### config.mk
export PLATFORM = sky130hd
export DESIGN_NAME = div_rest_seq
export DESIGN_NICKNAME = d
export VERILOG_FILES = /design/src/rtl/div_rest_seq.sv
export SDC_FILE = /design/constraint.sdc
export NUM_CORES = 1
export LEC_CHECK = 0
export BUFFER_PORTS_ARGS = -buffer_cell sky130_fd_sc_hd__buf_2
export CORE_MARGIN = 8
export CORE_UTILIZATION = 60
export DETAILED_ROUTE_END_ITERATION = 7
export PLACE_DENSITY = 0.89
export SLEW_MARGIN = 20
export SYNTH_ARGS = -nofsm -noshare
export SYNTH_HDL_FRONTEND = slang
export SYNTH_SLANG_ARGS = --single-unit
### constraint.sdc
create_clock -name clk -period 4.15 [get_ports clk]
set_input_delay 0.415 -clock clk [delete_from_list [all_inputs] [get_ports clk]]
set_output_delay 0.415 -clock clk [all_outputs]
set_load 0.005 [all_outputs]
### src/rtl/div_rest_seq.sv
// Sequential restoring divider: one quotient bit per clock, req/ack handshake.
// Optional two's-complement mode (sgn port) is enabled by defining DIV_SIGNED_EN.
module div_rest_seq #(
    parameter int unsigned WIDTH_A = 16,
    parameter int unsigned WIDTH_B = 8
) (
    input  logic                       clk,
    input  logic                       rst,
    input  logic                       req,
    input  logic [WIDTH_A+WIDTH_B-1:0] data_req,
`ifdef DIV_SIGNED_EN
    input  logic                       sgn,
`endif
    output logic                       busy,
    output logic                       ack,
    output logic [WIDTH_A+WIDTH_B-1:0] data_ack,
    output logic                       dz
);

    localparam int unsigned WA = WIDTH_A;
    localparam int unsigned WB = WIDTH_B;
    localparam int unsigned CW = $clog2(WIDTH_A + 1);

    localparam logic [1:0] S_IDLE = 2'd0;
    localparam logic [1:0] S_CALC = 2'd1;
    localparam logic [1:0] S_DONE = 2'd2;

    logic [1:0]       state, state_nxt;
    logic [WA-1:0]    aq, aq_nxt;
    logic [WB-1:0]    bm, bm_nxt;
    logic [WB:0]      p, p_nxt;
    logic [CW-1:0]    cnt, cnt_nxt;
    logic             busy_nxt, ack_nxt, dz_nxt;
    logic [WA+WB-1:0] data_ack_nxt;

    logic [WA-1:0]    a_in, a_mag, q_step, q_fin;
    logic [WB-1:0]    b_in, b_mag, r_fin;
    logic [WB+1:0]    sh, diff;
    logic [WB:0]      p_step;

    assign a_in = data_req[WA+WB-1:WB];
    assign b_in = data_req[WB-1:0];

    // One restoring step: shift in the next dividend bit, trial-subtract the divisor.
    assign sh     = {p, aq[WA-1]};
    assign diff   = sh - {2'b00, bm};
    assign p_step = diff[WB+1] ? sh[WB:0] : diff[WB:0];
    assign q_step = {aq[WA-2:0], ~diff[WB+1]};

`ifdef DIV_SIGNED_EN
    logic a_neg, b_neg;
    logic neg_q, neg_q_nxt, neg_r, neg_r_nxt;

    assign a_neg = sgn & a_in[WA-1];
    assign b_neg = sgn & b_in[WB-1];
    assign a_mag = a_neg ? -a_in : a_in;
    assign b_mag = b_neg ? -b_in : b_in;
    // Quotient takes the XOR of operand signs, remainder follows the dividend.
    assign q_fin = neg_q ? -q_step : q_step;
    assign r_fin = neg_r ? -p_step[WB-1:0] : p_step[WB-1:0];
`else
    assign a_mag = a_in;
    assign b_mag = b_in;
    assign q_fin = q_step;
    assign r_fin = p_step[WB-1:0];
`endif

    always_ff @(posedge clk) begin
        if (rst) begin
            state    <= S_IDLE;
            aq       <= '0;
            bm       <= '0;
            p        <= '0;
            cnt      <= '0;
            busy     <= 1'b0;
            ack      <= 1'b0;
            data_ack <= '0;
            dz       <= 1'b0;
`ifdef DIV_SIGNED_EN
            neg_q    <= 1'b0;
            neg_r    <= 1'b0;
`endif
        end else begin
            state    <= state_nxt;
            aq       <= aq_nxt;
            bm       <= bm_nxt;
            p        <= p_nxt;
            cnt      <= cnt_nxt;
            busy     <= busy_nxt;
            ack      <= ack_nxt;
            data_ack <= data_ack_nxt;
            dz       <= dz_nxt;
`ifdef DIV_SIGNED_EN
            neg_q    <= neg_q_nxt;
            neg_r    <= neg_r_nxt;
`endif
        end
    end

    always_comb begin
        state_nxt    = state;
        aq_nxt       = aq;
        bm_nxt       = bm;
        p_nxt        = p;
        cnt_nxt      = cnt;
        busy_nxt     = busy;
        ack_nxt      = 1'b0;
        data_ack_nxt = data_ack;
        dz_nxt       = dz;
`ifdef DIV_SIGNED_EN
        neg_q_nxt    = neg_q;
        neg_r_nxt    = neg_r;
`endif
        case (state)
            S_IDLE: begin
                if (req) begin
                    busy_nxt = 1'b1;
                    aq_nxt   = a_mag;
                    bm_nxt   = b_mag;
                    p_nxt    = '0;
                    cnt_nxt  = CW'(WIDTH_A);
`ifdef DIV_SIGNED_EN
                    neg_q_nxt = a_neg ^ b_neg;
                    neg_r_nxt = a_neg;
`endif
                    // Zero divisor skips CALC and reports straight from the raw operand.
                    if (b_in == '0) begin
                        state_nxt    = S_DONE;
                        ack_nxt      = 1'b1;
                        data_ack_nxt = {a_in[WB-1:0], {WA{1'b1}}};
                        dz_nxt       = 1'b1;
                    end else begin
                        state_nxt = S_CALC;
                    end
                end
            end
            S_CALC: begin
                aq_nxt  = q_step;
                p_nxt   = p_step;
                cnt_nxt = cnt - CW'(1);
                if (cnt == CW'(1)) begin
                    state_nxt    = S_DONE;
                    ack_nxt      = 1'b1;
                    data_ack_nxt = {r_fin, q_fin};
                    dz_nxt       = 1'b0;
                end
            end
            S_DONE: begin
                state_nxt = S_IDLE;
                busy_nxt  = 1'b0;
            end
            default: begin
                state_nxt = S_IDLE;
                busy_nxt  = 1'b0;
            end
        endcase
    end

endmodule

==> impl_metrics.ini <==
[setup_path]
endpoint = data_ack[21]
r2r_slack_ns = 1.43
cp_max_fo = 5
timing.rr.start = bm[7]
worst-path-buf-inv = 1
path_cells = inv_1 > ha_1 > and2_4 > a221o_1 > or3_4 > o211ai_1 > mux2i_1 > o32ai_1
path_depth = 8
critPathLaunch = bm[7]
worstSetupStartpointType = register
reg2reg_depth = 8
required_ns = 4.34
cp_slowest_cell = o211ai_1
cp_top_family = compound AO/OA/AOI/OAI gates
critPathMaxStageDelay_ns = 0.39
crit_arrival_ns = 2.91
r2r_end = data_ack[21]
critPathKind = register to register
cp-end-kind = register

[sta]
fin_worst_skew_ns = 0.0135
clock.fmax_mhz = 367
finalHoldViolCount = 0
fin_crit_ns = 2.72
tightest_slew_ns = 1.03
rsz0062_at_grt = no
tns_ns = 0
maxSlewHeadroom_pct = 31.6
layout_worst_path_cycle_share_pct = 65.6
setup_viol = 0
slew_violations = 0

[pwr]
pwr-share-comb_pct = 27.8
switchingPower_w = 0.000603
p_int_w = 0.00126
p_seq_share_pct = 39.5
p_leak_nw = 1.46
ir_worst_vdd_v = 0.000364
p_sw_share_pct = 32.3
powerDensity_nw_per_um2 = 516
clkPwrFrac_pct = 32.7

[cts]
numCtsBuffers = 9
cts_tree = built
clock_latency_ns = 0.35
htreeDepth = 3
post_cts_buffers = 0
cts_resized = 0
ctsRootBufferMaster = clkbuf_8
ctsHoldBuffers = 0
cts_sinks = 67
clk_transition_reported_paths_ns = 0.07
clk_path_buf_depth = 2

[layout]
fin_area_sq_um = 3620
area_delta_synth_final_pct = 16.8
n_antenna_cell = 0
final_core_util_pct = 71.8
drive_gt1_share_pct = 18.4
finalNonFillerCells = 494
nNetsFinal = 457

[grt]
first_global_vias = 2843
grt_max_degree = 57
grt_pass1_wl_um = 13100
grt_usage_pct = 21.6
overflow = 0
antenna_found_initial = 0

[min_path]
min_path_type = primary input to register

[logic_synthesis]
yosysWarningCount = 0
synth_nets = 413
synth_cell_types = 46
netlist_instances = 375
avgSynthCellArea_sq_um = 8.26
netlist_area_sq_um = 3100
async_flop_share_pct = 0
ys_ff_latch = 67
synth_edf_count = 0
seq_area_frac_synth_pct = 43.3
ys.flop_type = dfxtp_1

[floorplan]
io_pins = 54
row_count = 26
die_w_um = 87.9
dieArea_sq_um = 7720
fp.dieH_um = 87.9
initial_core_util_pct = 61.4
core_area_sq_um = 5040

[detailed_routing]
post_drt_wl_per_cell_um = 16.2
firstDrtPassIters = 7
via_count = 2946
drt-total-wl_um = 8020
viasPerCell = 5.96
drtIter0Drc = 301
drc = 0
ant_nets = 0

[outcome]
status = completed

[place]
placed_cell_area_sq_um = 3400
port_buffers = 53
place.gp.congestion = 0.897
placedCellCount = 478
place_hpwl_um = 5420

[job]
cap_violations = 0
[cells in the final DEF (no fill, tap or decap), drive strengths merged, types with 7 or more instances in the layout]
| cell type | n |
|---|---|
| a21oi | 20 |
| nor2 | 46 |
| ha | 10 |
| o21ai | 13 |
| nand3 | 8 |
| nor3 | 7 |
| clkbuf | 10 |
| a211oi | 18 |
| dfxtp | 67 |
| mux2i | 7 |
| nand2 | 61 |
| inv | 14 |
| a311oi | 16 |
| buf | 58 |
[cell type report]
class | instances | area [sq um]
multi-input cells | 269 | 1610
fillers | 376 | 1420
flip-flops and latches | 67 | 1340
repair buffers | 58 | 303
clock buffers | 10 | 138
well taps | 70 | 87.6
clock inverters | 6 | 86.3
inverters | 14 | 52.6
[cell families after synthesis]
family / Yosys count / synth area share, %
AND/OR/NAND/NOR: 148 / 21.4
AO/OA/AOI/OAI: 100 / 22.5
flip-flops: 67 / 43.3
buffers and inverters: 39 / 5.05
adder cells (fa/ha/maj): 11 / 4.69
multiplexers: 7 / 2.26
XOR/XNOR: 3 / 0.848
[metal layers]
metal | track usage, % | vias up | share of wire (%)
met5 | 0 | - | 0
met4 | 12.2 | 0 | 2.5
met3 | 3.47 | 18 | 6.7
met2 | 36.1 | 113 | 49
met1 | 25.6 | 1378 | 41
li1 | - | 1437 | -
[per-stage QoR]
stage                     worst slack [ns]  total power [W]  hold slack (ns)
after CTS                             1.46          0.00186            0.308
after floorplan                       1.86          0.00115            0.436
after detailed placement              1.44          0.00125            0.448
final                                 1.43          0.00187            0.314
after global routing                  1.36          0.00196            0.324
after global placement                1.53          0.00123            0.444
[synth_stat cells (5+ instances only)]
cell / n / area (sq um)
a211oi_1: 18 / 135
o21ai_0: 12 / 60.1
a31oi_1: 6 / 37.5
nand2_1: 61 / 229
dfxtp_1: 67 / 1340
nand3_1: 8 / 40.0
nand2b_1: 6 / 37.5
a21oi_1: 20 / 100
inv_1: 13 / 48.8
nor2_1: 46 / 173
a311oi_1: 16 / 140
clkbuf_1: 22 / 82.6
mux2i_1: 7 / 70.1
o211ai_1: 6 / 45.0
nor3_1: 6 / 30.0
ha_1: 10 / 125
and2_1: 5 / 31.3
[power by group through the flow]
stage / logic (W) / registers, W / clock network, W
final: 0.000519 / 0.000737 / 0.000611
after global routing: 0.000569 / 0.000742 / 0.000647
after CTS: 0.000510 / 0.000735 / 0.000612
after detailed placement: 0.000502 / 0.000749 / 0
after global placement: 0.000484 / 0.000746 / 0
after floorplan: 0.000412 / 0.000739 / 0
[flip-flops by register name, summed over array words and instances, names as in the netlist]
| signal | count |
|---|---|
| cnt | 5 |
| busy | 1 |
| aq | 16 |
| dz | 1 |
| state | 2 |
| bm | 8 |
| data_ack | 24 |
| ack | 1 |
| p | 9 |
[worst register-to-register path: stages, from the launching register on]
cell and delay (ns):
dfxtp_1 0.37, inv_1 0.09, ha_1 0.37, and2_4 0.17, a221o_1 0.35, or3_4 0.36
o211ai_1 0.40, mux2i_1 0.34, o32ai_1 0.13
[worst min-delay path by stage]
stage	start	endpoint	slack, ns	depth (start not counted)
after global routing	data_req[1]	bm[1]	0.32	3
after global placement	bm[3]	bm[3]	0.44	2
final	data_req[2]	bm[2]	0.31	3
after CTS	data_req[2]	bm[2]	0.31	3
after floorplan	bm[1]	bm[1]	0.44	2
after detailed placement	bm[4]	bm[4]	0.45	2
(Power assumes the default switching activity.)
